**src/rtl/mem_port_arbiter_if.sv**
```systemverilog
// Core-side request/response and memory-side bus signals of mem_port_arbiter.
// master: arbiter view. slave: environment view (core plus memory).
interface mem_port_arbiter_if #(
  parameter int unsigned ADDR_W = 32,
  parameter int unsigned DATA_W = 32
);
  logic              fetch_req;
  logic [ADDR_W-1:0] fetch_addr;
  logic              fetch_valid;
  logic [DATA_W-1:0] fetch_data;

  logic              ls_req;
  logic [ADDR_W-1:0] ls_addr;
  logic [1:0]        ls_size;
  logic [DATA_W-1:0] ls_wdata;
  logic              ls_read_valid;
  logic [DATA_W-1:0] ls_rdata;
  logic              ls_write_ready;

  logic              mem_req;
  logic              mem_we;
  logic [ADDR_W-1:0] mem_addr;
  logic [1:0]        mem_size;
  logic [DATA_W-1:0] mem_wdata;
  logic              mem_ack;
  logic [DATA_W-1:0] mem_rdata;

  logic              bus_err;

  modport master (
    input  fetch_req, fetch_addr, ls_req, ls_addr, ls_size, ls_wdata, mem_ack, mem_rdata,
    output fetch_valid, fetch_data, ls_read_valid, ls_rdata, ls_write_ready,
           mem_req, mem_we, mem_addr, mem_size, mem_wdata, bus_err
  );

  modport slave (
    output fetch_req, fetch_addr, ls_req, ls_addr, ls_size, ls_wdata, mem_ack, mem_rdata,
    input  fetch_valid, fetch_data, ls_read_valid, ls_rdata, ls_write_ready,
           mem_req, mem_we, mem_addr, mem_size, mem_wdata, bus_err
  );
endinterface

```
**src/rtl/mem_port_arbiter.sv**
```systemverilog
// Shares one memory port between instruction fetch and load/store (LS has priority).
// Optional bus timeout with abort and bus_err pulse when ARB_TIMEOUT_EN is defined.
module mem_port_arbiter #(
  parameter int unsigned ADDR_W         = 32,
  parameter int unsigned DATA_W         = 32,
  parameter int unsigned TIMEOUT_CYCLES = 255
) (
  input logic             CLK,
  input logic             reset,
  mem_port_arbiter_if.master bus
);

  typedef enum logic [1:0] {IDLE, FETCH_WAIT, LS_WAIT, RESP} state_t;

  localparam logic [1:0] SIZE_LOAD = 2'b11;

  if (TIMEOUT_CYCLES < 1) begin : g_bad_timeout
    $error("mem_port_arbiter: TIMEOUT_CYCLES must be at least 1");
  end

  state_t state;
  logic   stale;

`ifdef ARB_TIMEOUT_EN
  localparam int unsigned CNT_W = $clog2(TIMEOUT_CYCLES + 1);
  logic [CNT_W-1:0] tmo_cnt;
`endif

  always_ff @(posedge CLK) begin
    if (reset) begin
      state              <= IDLE;
      stale              <= 1'b0;
      bus.fetch_valid    <= 1'b0;
      bus.fetch_data     <= DATA_W'(0);
      bus.ls_read_valid  <= 1'b0;
      bus.ls_rdata       <= DATA_W'(0);
      bus.ls_write_ready <= 1'b0;
      bus.mem_req        <= 1'b0;
      bus.mem_we         <= 1'b0;
      bus.mem_addr       <= ADDR_W'(0);
      bus.mem_size       <= 2'b00;
      bus.mem_wdata      <= DATA_W'(0);
      bus.bus_err        <= 1'b0;
`ifdef ARB_TIMEOUT_EN
      tmo_cnt            <= CNT_W'(0);
`endif
    end else begin
      // Response strobes are single-cycle pulses.
      bus.fetch_valid    <= 1'b0;
      bus.ls_read_valid  <= 1'b0;
      bus.ls_write_ready <= 1'b0;
      bus.bus_err        <= 1'b0;

      case (state)
        IDLE: begin
          stale <= 1'b0;
`ifdef ARB_TIMEOUT_EN
          tmo_cnt <= CNT_W'(0);
`endif
          if (bus.ls_req) begin
            bus.mem_req   <= 1'b1;
            bus.mem_we    <= (bus.ls_size != SIZE_LOAD);
            bus.mem_addr  <= bus.ls_addr;
            bus.mem_size  <= bus.ls_size;
            bus.mem_wdata <= (bus.ls_size != SIZE_LOAD) ? bus.ls_wdata : DATA_W'(0);
            state         <= LS_WAIT;
          end else if (bus.fetch_req) begin
            bus.mem_req   <= 1'b1;
            bus.mem_we    <= 1'b0;
            bus.mem_addr  <= bus.fetch_addr;
            bus.mem_size  <= SIZE_LOAD;
            bus.mem_wdata <= DATA_W'(0);
            state         <= FETCH_WAIT;
          end
        end

        FETCH_WAIT, LS_WAIT: begin
          // A fetch withdrawn at any point of its wait is stale, including the ack cycle.
          if (state == FETCH_WAIT && !bus.fetch_req) stale <= 1'b1;
          if (bus.mem_ack) begin
            bus.mem_req <= 1'b0;
            state       <= RESP;
            if (state == LS_WAIT) begin
              if (bus.mem_we) begin
                bus.ls_write_ready <= 1'b1;
              end else begin
                bus.ls_read_valid <= 1'b1;
                bus.ls_rdata      <= bus.mem_rdata;
              end
            end else if (!stale && bus.fetch_req) begin
              bus.fetch_valid <= 1'b1;
              bus.fetch_data  <= bus.mem_rdata;
            end
          end
`ifdef ARB_TIMEOUT_EN
          else if (tmo_cnt == CNT_W'(TIMEOUT_CYCLES - 1)) begin
            bus.mem_req <= 1'b0;
            bus.bus_err <= 1'b1;
            state       <= RESP;
          end else begin
            tmo_cnt <= tmo_cnt + CNT_W'(1);
          end
`endif
        end

        RESP: begin
          stale <= 1'b0;
          state <= IDLE;
        end

        default: state <= IDLE;
      endcase
    end
  end

endmodule

```
**src/flat_wrapper.sv**
```systemverilog
// flat-port wrapper written by rule: the top's interface ports become plain ports
module mem_port_arbiter_flat 
#(
  parameter int unsigned ADDR_W         = 32,
  parameter int unsigned DATA_W         = 32,
  parameter int unsigned TIMEOUT_CYCLES = 255
)
  (CLK, reset, bus_fetch_req, bus_fetch_addr, bus_ls_req, bus_ls_addr, bus_ls_size, bus_ls_wdata, bus_mem_ack, bus_mem_rdata, bus_fetch_valid, bus_fetch_data, bus_ls_read_valid, bus_ls_rdata, bus_ls_write_ready, bus_mem_req, bus_mem_we, bus_mem_addr, bus_mem_size, bus_mem_wdata, bus_bus_err);
  mem_port_arbiter_if #(.ADDR_W(ADDR_W), .DATA_W(DATA_W)) bus_i ();
  input logic CLK;
  input logic reset;
  input wire logic [$bits(bus_i.fetch_req)-1:0] bus_fetch_req;
  input wire logic [$bits(bus_i.fetch_addr)-1:0] bus_fetch_addr;
  input wire logic [$bits(bus_i.ls_req)-1:0] bus_ls_req;
  input wire logic [$bits(bus_i.ls_addr)-1:0] bus_ls_addr;
  input wire logic [$bits(bus_i.ls_size)-1:0] bus_ls_size;
  input wire logic [$bits(bus_i.ls_wdata)-1:0] bus_ls_wdata;
  input wire logic [$bits(bus_i.mem_ack)-1:0] bus_mem_ack;
  input wire logic [$bits(bus_i.mem_rdata)-1:0] bus_mem_rdata;
  output wire logic [$bits(bus_i.fetch_valid)-1:0] bus_fetch_valid;
  output wire logic [$bits(bus_i.fetch_data)-1:0] bus_fetch_data;
  output wire logic [$bits(bus_i.ls_read_valid)-1:0] bus_ls_read_valid;
  output wire logic [$bits(bus_i.ls_rdata)-1:0] bus_ls_rdata;
  output wire logic [$bits(bus_i.ls_write_ready)-1:0] bus_ls_write_ready;
  output wire logic [$bits(bus_i.mem_req)-1:0] bus_mem_req;
  output wire logic [$bits(bus_i.mem_we)-1:0] bus_mem_we;
  output wire logic [$bits(bus_i.mem_addr)-1:0] bus_mem_addr;
  output wire logic [$bits(bus_i.mem_size)-1:0] bus_mem_size;
  output wire logic [$bits(bus_i.mem_wdata)-1:0] bus_mem_wdata;
  output wire logic [$bits(bus_i.bus_err)-1:0] bus_bus_err;
  assign bus_i.fetch_req = bus_fetch_req;
  assign bus_i.fetch_addr = bus_fetch_addr;
  assign bus_i.ls_req = bus_ls_req;
  assign bus_i.ls_addr = bus_ls_addr;
  assign bus_i.ls_size = bus_ls_size;
  assign bus_i.ls_wdata = bus_ls_wdata;
  assign bus_i.mem_ack = bus_mem_ack;
  assign bus_i.mem_rdata = bus_mem_rdata;
  assign bus_fetch_valid = bus_i.fetch_valid;
  assign bus_fetch_data = bus_i.fetch_data;
  assign bus_ls_read_valid = bus_i.ls_read_valid;
  assign bus_ls_rdata = bus_i.ls_rdata;
  assign bus_ls_write_ready = bus_i.ls_write_ready;
  assign bus_mem_req = bus_i.mem_req;
  assign bus_mem_we = bus_i.mem_we;
  assign bus_mem_addr = bus_i.mem_addr;
  assign bus_mem_size = bus_i.mem_size;
  assign bus_mem_wdata = bus_i.mem_wdata;
  assign bus_bus_err = bus_i.bus_err;
  mem_port_arbiter #(.ADDR_W(ADDR_W), .DATA_W(DATA_W), .TIMEOUT_CYCLES(TIMEOUT_CYCLES)) u_core (.CLK(CLK), .reset(reset), .bus(bus_i));
endmodule
```
**config.mk**
```make
export PLATFORM = sky130hd
export DESIGN_NAME = mem_port_arbiter_flat
export DESIGN_NICKNAME = d
export VERILOG_FILES = /design/src/rtl/mem_port_arbiter_if.sv /design/src/rtl/mem_port_arbiter.sv /design/src/flat_wrapper.sv
export SDC_FILE = /design/constraint.sdc
export NUM_CORES = 1
export LEC_CHECK = 0
export CAP_MARGIN = 25
export CORE_AREA = 2 2 120 122
export DETAILED_ROUTE_END_ITERATION = 16
export DIE_AREA = 0 0 122 124
export GPL_TIMING_DRIVEN = 0
export PLACE_DENSITY = 0.8
export SLEW_MARGIN = 20
export SYNTH_ARGS = -nofsm -noshare
export SYNTH_HDL_FRONTEND = slang
export SYNTH_SLANG_ARGS = --single-unit
```
**constraint.sdc**
```tcl
create_clock -name CLK -period 2 [get_ports CLK]
set_input_delay 0.4 -clock CLK [delete_from_list [all_inputs] [get_ports CLK]]
set_output_delay 0.4 -clock CLK [all_outputs]
set_load 0.005 [all_outputs]
```
# ---- Yosys cells after proc, flatten, opt, wreduce, memory -nomap -nowiden
# Index checks and enable logic that the tools add are counted.
dict set report word_totals {
  elab_cells 61
  reg_bits 138
  in_bits 135
  output_inout_bits 136
}
dict set report op_classes {
  n_eq_ne 7
  mux 22
  reduce_logical 16
  bitwise_logic 4
}
# op n
set ops {}
lappend ops {{two-way mux 32 bit} 5}
lappend ops {{two-way mux 2 bit} 5}
lappend ops {{two-way mux 1 bit} 9}
lappend ops {{AND reduction 4 bit} 2}
lappend ops {{OR reduction 4 bit} 2}
lappend ops {{one-hot mux 2 bit (3 select lines)} 1}
lappend ops {{equality test 2 bit (second input constant)} 2}
lappend ops {{inequality test 2 bit (second input constant)} 2}
lappend ops {{NOT 1 bit} 4}
lappend ops {{one-hot mux 1 bit (2 select lines)} 2}
lappend ops {{AND reduction 2 bit} 2}
lappend ops {{nonzero test 2 bit} 2}
lappend ops {{OR reduction 2 bit} 2}
lappend ops {{inequality test 3 bit (second input constant)} 1}
lappend ops {{AND reduction 3 bit} 1}
lappend ops {{equality test 2 x 1 -> 1 bit (second input constant)} 1}
lappend ops {{logical AND 1 bit} 2}
lappend ops {{zero test 1 bit} 2}
lappend ops {{zero test 2 bit} 1}
lappend ops {{inequality test 2 x 1 -> 1 bit (second input constant)} 1}

# ---- Logic depth before layout (Yosys ltp)
dict set report depth {
  depth_word 4
  ltp_mapped 7
  ltp_nobuf 5
}

# ---- Least setup slack after synthesis
# Ideal clock, no wire load.
dict set report synth_path {
  path_type {register to register}
  startpoint {register u_core.state[1]}
  endpoint {register u_core.bus.fetch_data[10]}
  synth_period_minus_slack_ns 1.534
  setup_ns 0.072
  t_required_ns 1.928
  path_buffers 1
  path_stages_with_launch 7
  setup_slack_ns 0.466
  arrival_time_ns 1.463
  cell_sequence {dfxtp_1 inv_1 ha_1 nand2_1 nor3_4 buf_6 mux2i_1}
}
dict set report synth_via {
  elab_chain_len 3
}
# item line_no
set synth_rtl {}
lappend synth_rtl {{from (decl)} mem_port_arbiter.sv:21} ;# state_t state;
lappend synth_rtl {{from (signal assigned)} mem_port_arbiter.sv:31} ;# state <= IDLE;
lappend synth_rtl {{from (signal assigned)} mem_port_arbiter.sv:66} ;# state <= LS_WAIT;
lappend synth_rtl {{from (signal assigned)} mem_port_arbiter.sv:73} ;# state <= FETCH_WAIT;
lappend synth_rtl {{equality test 2 bit / equality test 2 x 1 -> 1 bit (equally long branches)} {mem_port_arbiter.sv:54, mem_port_arbiter.sv:83}}
lappend synth_rtl {{OR reduction 2 bit / NOT 1 bit (equally long branches)} --}
lappend synth_rtl {{AND reduction 4 bit (no line) *} --}
lappend synth_rtl {{to (signal assigned)} mem_port_arbiter.sv:92} ;# bus.fetch_data <= bus.mem_rdata;
lappend synth_rtl {{to (decl)} mem_port_arbiter_if.sv:32} ;# output fetch_valid, fetch_data, ls_read_valid, ls_rdata, ls_write_ready,
# Mark *: on every way between the ends. The rest lies on a longest branch, timed or not.
# A chain may end at the register's enable or synchronous reset.

# ---- Worst setup path in the final report
dict set report layout_path {
  startpoint {register u_core.bus.mem_we}
  endpoint {output port bus_mem_we}
}
# item line_no
set layout_lines {}
lappend layout_lines {{from (decl)} mem_port_arbiter_if.sv:33} ;# mem_req, mem_we, mem_addr, mem_size, mem_wdata, bus_err
lappend layout_lines {{from (signal assigned)} mem_port_arbiter.sv:62} ;# bus.mem_we <= (bus.ls_size != SIZE_LOAD);
lappend layout_lines {{to (decl)} flat_wrapper.sv:26} ;# output wire logic [$bits(bus_i.mem_we)-1:0] bus_mem_we;
# No word-level cell between the ends.

==> out/qor.yml <==
logic_synthesis:
  synth.distinct_cells: 33
  syn_nets: 727
  ys_seq_area_share_pct: 50.0
  syn_area_per_cell_um2: 9.42
  ys_ff_latch: 138
  yosysWarnings: 0
  syn_area_mm2: 0.00553
  netlist_instances: 587
clock_tree:
  cts_max_level: 4
  cts_inserted_buffers: 17
  clockRootBuffer: "clkbuf_16"
  cts_tree: "done"
  clock_sinks: 138
  hold_buffers: 0
  cts_resized: 0
  clock_path_buffers: 2
  cts_setup_buffers: 0
  clock_latency_ns: 0.42
  path_clk_slew_ns: 0.05
worst_setup_path:
  arrival_ns: 1.45
  required_ns: 1.60
  crit_type: "flip-flop to output pin"
  critPathSlowestCell: "clkdlybuf4s50_1"
  crit_fanout: 5
  cp-end-kind: "output pin"
  critPathTopFamily: "buffers and inverters"
  crit_chain: "clkdlybuf4s50_1"
  cp_slowest_stage_delay_ns: 0.57
  worstSetupStartpointType: "flip-flop"
  cp.buffers_inverters: 1
timing:
  rsz0062_at_grt: "no"
  hold_viol_final: 0
  finalCritPeriodShare_pct: 92.4
  tightest_slew_ns: 0.513
  finalSetupViolations: 0
  fin_tns_setup_ns: 0
  fin_crit_ns: 1.85
  finalMaxSlewViolations: 0
  max_freq_mhz: 541
  skew_ns: 0.00725
  relSlewSlack_pct: 65.7
global_routing:
  grt_first_pass_wirelength_um: 26500
  grt-ovfl-total: 0
  grt_pass1_vias: 5118
  grtUsageTotal_pct: 22.7
  antenna_found_initial: 0
  grt_max_degree: 17
route:
  drt_wl_total_um: 17000
  vias: 5183
  wire_per_inst_um: 16.0
  detail-route-antenna-nets: 0
  drt_iter0_drc: 249
  vias_per_cell: 4.87
  drt_pass1_iterations: 4
  drc: 0
die:
  start_util_pct: 40.3
  die_area_mm2: 0.0151
  die_w_um: 122
  core_area_mm2: 0.0137
  die_h_um: 124
  rows: 43
  io_pins: 271
finish:
  syn_to_final_growth_pct: 62.7
  layout.cells.non_filler: 1064
  design_area_mm2: 0.00899
  fill_cells: 1143
  drive_gt1_share_pct: 6.22
  finish.utilization_pct: 65.6
  nets: 1014
  n_antenna_cell: 0
placement:
  place_area_mm2: 0.00844
  hpwl_um: 12600
  gp_congestion: 0.786
  dpl.cell_count: 1035
  portBuffers: 268
status:
  status: "completed"
pwr:
  p_per_area_mw_per_mm2: 1110
  p_leak_uw: 0.00333
  ir_worst_vdd_mv: 0.615
  power_uw: 9950
run:
  cap_violations: 0
worst_hold_path:
  hold_path_class: "primary input to flip-flop"
[kinds of logic (layout without fill, tap and decap cells)]
group | after synthesis | after routing | synth area share [%]
simple gates | 216 | 216 | 18.5
fa+ha+maj | 5 | 5 | 1.13
buf+inv | 55 | 352 | 4.89
mux | 65 | 65 | 11.8
other cells | 1 | 1 | 0.0678
flops | 138 | 138 | 50.0
compound gates | 107 | 107 | 13.7
[layout by cell type, fill, tap and decap left out, types with 3 or more instances in the layout]
| master | instances |
|---|---|
| a32oi_1 | 32 |
| dfxtp_1 | 138 |
| a211oi_1 | 32 |
| nor2_1 | 72 |
| mux2i_1 | 65 |
| buf_4 | 5 |
| buf_1 | 3 |
| a21oi_1 | 35 |
| inv_1 | 4 |
| buf_2 | 18 |
| ha_1 | 5 |
| nand2_1 | 67 |
| clkinv_2 | 3 |
| clkbuf_16 | 17 |
| nand2b_1 | 65 |
| clkdlybuf4s50_1 | 268 |
| clkbuf_1 | 24 |
| buf_6 | 3 |
| clkinvlp_4 | 3 |
[power by group]
part	switching [uW]	internal, uW	total, uW
Combinational	1530	1810	3340
Clock	1140	1870	3010
Sequential	297	3300	3600
Total	2970	6980	9950
[metrics by stage]
| stage | worst slack [ns] | hold slack [ns] |
|---|---|---|
| floorplan | 0.466 | 0.453 |
| global route | 0.0381 | 0.461 |
| finish | 0.153 | 0.435 |
| detailed placement | -0.0426 | 0.447 |
| global placement | 0.0132 | 0.441 |
| CTS | 0.131 | 0.419 |
[routing by layer]
| layer | wire, um | track usage [%] | up-vias |
|---|---|---|---|
| met4 | 279 | 7.61 | 0 |
| met2 | 8370 | 39.1 | 190 |
| met1 | 6920 | 26.4 | 2379 |
| li1 | - | - | 2593 |
| met3 | 1410 | 8.01 | 21 |
| met5 | 0 | 0 | - |
[worst paths after layout]
check / from / endpoint / slack, ns / cells past startpoint
worst max-delay path: u_core.bus.mem_we / bus_mem_we / 0.15 / 1
worst min-delay path: reset / u_core.state[1] / 0.44 / 3
worst max register to register: u_core.state[0] / u_core.bus.fetch_data[6] / 0.18 / 6
worst min register to register: u_core.bus.ls_rdata[8] / u_core.bus.ls_rdata[8] / 0.45 / 2
[cells in the mapped netlist]
cell	number	area [um^2]
a211oi_1	32	240
mux2i_1	65	651
nor4_1	1	6.26
buf_2	18	90.1
buf_4	5	37.5
o21ai_2	1	8.76
conb_1	1	3.75
clkbuf_1	22	82.6
o31ai_1	1	7.51
inv_1	4	15.0
nor2_1	72	270
o21bai_1	1	7.51
or4_1	1	7.51
nor2b_1	1	6.26
and3b_1	1	8.76
ha_1	5	62.6
nor3_1	2	10.0
buf_6	3	33.8
buf_1	3	11.3
nand3b_1	1	7.51
a32oi_1	32	280
nand2_1	67	251
dfxtp_1	138	2760
and2_1	1	6.26
o21a_1	1	7.51
a21oi_1	35	175
nor3b_1	2	15.0
nand2b_1	65	407
a22oi_1	1	7.51
and4b_1	1	10.0
a2111o_1	1	11.3
o21ai_0	2	10.0
nor3_4	1	16.3
[final cells by class]
cell class                      instances  area, um^2  share of cell area, %
Buffer                                 51         255                   2.84
Clock buffer                           21         460                   5.12
Clock inverter                          8        97.6                   1.09
Inverter                                4        15.0                  0.167
Multi-Input combinational cell        394        2490                   27.7
Sequential cell                       138        2760                   30.7
Tap cell                              180         225                   2.50
Timing Repair Buffer                  268        2680                   29.8
[sequential cells by signal (all words and copies together), names as in the netlist]
register	cells
u_core.bus.mem_addr	32
u_core.bus.fetch_valid	1
u_core.bus.mem_size	2
u_core.bus.fetch_data	32
u_core.bus.ls_read_valid	1
u_core.bus.mem_wdata	32
u_core.bus.mem_req	1
u_core.bus.ls_rdata	32
u_core.stale	1
u_core.bus.ls_write_ready	1
u_core.bus.mem_we	1
u_core.state	2
Power figures use the tool's default switching activity.
==> RTL change 1 (config.mk and constraints unchanged) <==
The option `ARB_TIMEOUT_EN` is turned on by a define.
--- a/src/rtl/mem_port_arbiter.sv
+++ b/src/rtl/mem_port_arbiter.sv
@@ -1,5 +1,7 @@
 // Shares one memory port between instruction fetch and load/store (LS has priority).
 // Optional bus timeout with abort and bus_err pulse when ARB_TIMEOUT_EN is defined.
+`define ARB_TIMEOUT_EN
+
 module mem_port_arbiter #(
   parameter int unsigned ADDR_W         = 32,
   parameter int unsigned DATA_W         = 32,
Function: no difference found for any inputs over 4 cycles, from zero or initial values and one cycle with reset high; that may be too few to reach the edited logic, so the function may still have changed.
==> RTL change 1 against the original RTL <==
  * Final area up 2.2%
  * Routed wire length up 4.5%
  * Setup slack worse by 0.0023 ns
  * Sequential cell count up 9
  * Critical path depth up 7
  * Die area unchanged
  * Total power up 5.5%
  * Area after synthesis up 2.5%
  * Largest cell class unchanged
==> RTL change 1: results (changes against the original RTL) <==
| Metric | Value |
|---|---|
| Placed cell area | `8590 um^2 (was 8440 um^2)` |
| Critical Path AT | `2.13 ns (was 1.45 ns)` |
| Max layer used | `met4 (unchanged)` |
| Post-synthesis sequential area ratio | `0.519 (was 0.500)` |
| Grt met3 use | `0.0788 (was 0.0801)` |
| Routed length on met2 | `8930 um (was 8370 um)` |
| GRT Total Usage | `0.231 (was 0.227)` |
| Reg clk slew, reported paths | `0.06 ns` |
| Ys async rst share | `0 (unchanged)` |
| Cell family with most CP delay | `simple AND/OR/NAND/NOR gates (was buffers and inverters)` |
| DR WL met3 | `1470 um (was 1410 um)` |
| Filler cell count | `1180 (was 1143)` |
| Outcome | `finished, final reports clean (unchanged)` |
| Most frequent cells after synthesis | `147 x dfxtp_1, 136 x nand2_1, 78 x nor2_1 (was 138 x dfxtp_1, 72 x nor2_1, 67 x nand2_1)` |
| H-tree depth | `4 (unchanged)` |
| Vias in the first global route | `5461 (was 5118)` |
| Crit path from | `u_core.state[0] (was u_core.bus.mem_we)` |
| Post-synth net total | `792 (was 727)` |
| Worst R2R End | `u_core.bus.fetch_data[26] (was u_core.bus.fetch_data[6])` |
| Post-DR vias/cell | `5.08 (was 4.87)` |
| Global-route wire length before repair | `27300 um (was 26500 um)` |
| Worst VDD drop | `638 uV (was 615 uV)` |
| Worst R2R Start | `u_core.state[0] (unchanged)` |
| Worst skew pair latency | `0.41 ns` |
| Highest cell delay on the worst timing path | `0.36 ns (was 0.57 ns)` |
| Hold Path End | `u_core.bus.ls_rdata[12] (was u_core.state[1])` |
| Clk_skew | `0.00819 ns (was 0.00725 ns)` |
| GP Congestion | `0.856 (was 0.786)` |
| Crit Path Max Fanout | `10 (was 5)` |
| Final worst slack | `0.150 ns (was 0.153 ns)` |
| Worst hold path class | `reg -> reg (was in -> reg)` |
| Slew @ Worst Pin | `0.611 ns (was 0.513 ns)` |
| Initial DRC Count | `298 (was 249)` |
| Met1 usage | `0.257 (was 0.264)` |
| Cells on worst reg2reg path | `8 (was 6)` |
| Initial DRT Pass Iterations | `4 (unchanged)` |
| Layout Nets | `1081 (was 1014)` |
| Largest net degree at the start of global routing | `17 (unchanged)` |
| DP Worst Slack | `-0.190 ns (was -0.0426 ns)` |
| Share of layout cells above drive strength 1 | `0.0652 (was 0.0622)` |
| WL final | `17700 um (was 17000 um)` |
| Post-DP HPWL | `13600 um (was 12600 um)` |
| Synth top area cells | `dfxtp_1 52%, nand2_1 9.0%, a21oi_1 6.3% (was dfxtp_1 50%, mux2i_1 12%, nand2b_1 7.4%)` |
| WS Path Type | `reg -> reg (was reg -> out)` |
| Clk buf depth | `2 (unchanged)` |
| GRT met2 Usage | `0.414 (was 0.391)` |
| Leakage | `3.41 nW (was 3.33 nW)` |
| Netlist cell types | `38 (was 33)` |
| Hold Path Depth | `2 (was 3)` |
| Crit-path slowest cell | `dfxtp_1 (was clkdlybuf4s50_1)` |
| Met1 WL | `6970 um (was 6920 um)` |
| I/O Buffers | `270 (was 268)` |
| Min-delay src | `u_core.bus.ls_rdata[12] (was reset)` |
RTL change 1: cell count changes in the layout (fill, tap and decap cells not counted), moves of 3 or more:
cell and change:
o21ai_0 +4, a21oi_1 +36, nand3_1 +4, a31oi_1 +6
mux2i_1 -30, a32oi_1 -32, nand2_1 +69, nor2_1 +6
a22oi_1 +31, dfxtp_1 +9, nand4_1 +3, nand2b_1 -62
or3_1 +3, nor3_1 +4
RTL change 1: report_power, final:
group	total, mW	internal (mW)	switching (mW)	leakage (nW)
registers	3.83	3.51	0.321	1.20
logic	3.58	1.86	1.72	1.92
clock network	3.09	1.87	1.22	0.286
RTL change 1: cells by family after synthesis:
kind of cell | share of synthesized area
fa+ha+maj | 0.0177
compound gates | 0.174
flops | 0.519
simple gates | 0.179
buf+inv | 0.0459
mux | 0.0638
RTL change 1: worst reg2reg max path, cell delays in order (launching register included):
cell and delay [ns]:
dfxtp_1 0.36, inv_1 0.14, ha_4 0.33, nand2_1 0.10, or3_1 0.31, buf_2 0.18
buf_6 0.16, nand2_1 0.08, a21oi_1 0.06
RTL change 1: layout make-up:
class	count	area, um^2	area share
sequential	147	2940	0.320
inverter	5	18.8	0.00204
clock inverter	12	130	0.0142
buffer	49	241	0.0263
multi-input combinational	448	2480	0.270
tap	180	225	0.0245
clock buffer	20	447	0.0486
timing repair buffer	270	2700	0.294
RTL change 1: through the flow:
step	hold WS (ns)	TNS, ns	std cells	util
finish	0.453	0	1131	0.670
global route	0.472	0	1131	0.670
CTS	0.454	0	1131	0.669
detailed placement	0.446	-16.64	1099	0.626
global placement	0.441	-15.48	1099	0.626
floorplan	0.453	0	649	-
RTL change 1: timing repair:
item	in CTS	in global routing
resized for setup	1	2
setup endpoints to repair	1	34
hold buffers	0	0
gates cloned	0	0
buffers inserted	0	0
==> RTL change 2 (config.mk and constraints unchanged) <==
Made on the original files. Encoding of `state_t`: now one-hot (4 bits for 4 states).
--- a/src/rtl/mem_port_arbiter.sv
+++ b/src/rtl/mem_port_arbiter.sv
@@ -10,7 +10,7 @@
   mem_port_arbiter_if.master bus
 );
 
-  typedef enum logic [1:0] {IDLE, FETCH_WAIT, LS_WAIT, RESP} state_t;
+  typedef enum logic [3:0] {IDLE = 4'b0001, FETCH_WAIT = 4'b0010, LS_WAIT = 4'b0100, RESP = 4'b1000} state_t;
 
   localparam logic [1:0] SIZE_LOAD = 2'b11;
 
Formal check against the unedited RTL: same outputs for any inputs over 4 cycles, from zero or initial values and one cycle with reset high; so few cycles prove little.
==> RTL change 2 against the original RTL <==
  * Routed wire length up 0.84%
  * Via count up 3.3%
  * Sequential cell count up 2
  * Final area up 1.5%
  * Non-clock buffer count up 9
  * Setup slack worse by 0.050 ns
  * Count of clock-buffer cells in the layout down 3
  * Worst hold slack better by 0.021 ns
  * Area after synthesis up 0.23%
  * Utilization up 0.99 points
  * Critical path type is now reg -> reg
  * Largest cell class unchanged
Power is not compared: it rests on default switching activity, and its combinational part moved more than twofold at a synthesized area within 25%.
==> RTL change 2: results (changes against the original RTL) <==
| Metric | Value |
|---|---|
| Outcome | `finished, final reports clean (unchanged)` |
| Cells after Synth | `592 (was 587)` |
| Post-DR vias/cell | `4.99 (was 4.87)` |
| Crit Path Max Fanout | `10 (was 5)` |
| Worst R2R Start | `u_core.state[3] (was u_core.state[0])` |
| Adder-Cell Fraction of Synth Area | `0 (was 0.0113)` |
| Placed cell area | `8450 um^2 (was 8440 um^2)` |
| Buffer share of cell area | `0.328 (was 0.327)` |
| Share of layout cells above drive strength 1 | `0.0772 (was 0.0622)` |
| Cells on worst reg2reg path | `5 (was 6)` |
| Post-synthesis compound-gate area fraction | `0.146 (was 0.137)` |
| Crit-path slowest cell | `or4b_4 (was clkdlybuf4s50_1)` |
| Initial DRC Count | `196 (was 249)` |
| Most frequent cells after synthesis | `140 x dfxtp_1, 99 x nand2_1, 96 x mux2i_1 (was 138 x dfxtp_1, 72 x nor2_1, 67 x nand2_1)` |
| Clkbuf count | `18 (was 21)` |
| Non-filler cells, final | `1074 (was 1064)` |
| Clk_skew | `0.00646 ns (was 0.00725 ns)` |
| Post-synthesis sequential area ratio | `0.506 (was 0.500)` |
| Nonclk inv count | `3 (was 4)` |
| Vias in the first global route | `5368 (was 5118)` |
| Clock sink total | `140 (was 138)` |
| Worst hold path class | `reg -> reg (was in -> reg)` |
| Slew headroom | `0.524 (was 0.657)` |
| Non-clk bufs | `328 (was 319)` |
| Clock buf/inv share | `0.0667 (was 0.0620)` |
| Sequential cell area share | `0.307 (about the same)` |
| Resized Gates After CTS | `3 (was 0)` |
| Multi-In Gates | `391 (was 394)` |
| Min Hold Slack | `0.456 ns (was 0.435 ns)` |
| Mux share of post-synthesis cell area | `0.173 (was 0.118)` |
| Placed cell count | `1040 (was 1035)` |
| Global-route wire length before repair | `26900 um (was 26500 um)` |
| Worst R2R End | `u_core.bus.fetch_data[31] (was u_core.bus.fetch_data[6])` |
==> RTL change 2: cell count changes after synthesis, sizes merged, moves of 12 or more <==
cell	change
a32oi	-32
nand2	+32
nand2b	-65
a21oi	+30
nand3	+34
o21ai	+31
mux2i	+31
nor2	-64
clkbuf	+12
==> RTL change 2: worst max-delay path by stage <==
stage | start | endpoint | slack [ns] | cells after the start
detailed placement | bus_ls_req | u_core.bus.mem_wdata[28] | -0.45 | 6
floorplan | u_core.state[2] | u_core.bus.fetch_data[13] | 0.23 | 6
global route | u_core.state[1] | u_core.bus.fetch_data[1] | 0.004 | 5
finish | u_core.state[3] | u_core.bus.fetch_data[31] | 0.10 | 5
global placement | bus_ls_req | u_core.bus.mem_wdata[0] | -0.39 | 6
CTS | u_core.state[1] | u_core.state[0] | 0.008 | 6
==> RTL change 2: per-layer routing <==
layer,GRT usage,share of wire,up-vias
li1,-,-,2675
met1,0.274,0.42,2475
met2,0.383,0.49,175
met3,0.0614,0.062,29
met4,0.0948,0.024,0
met5,0,0,-
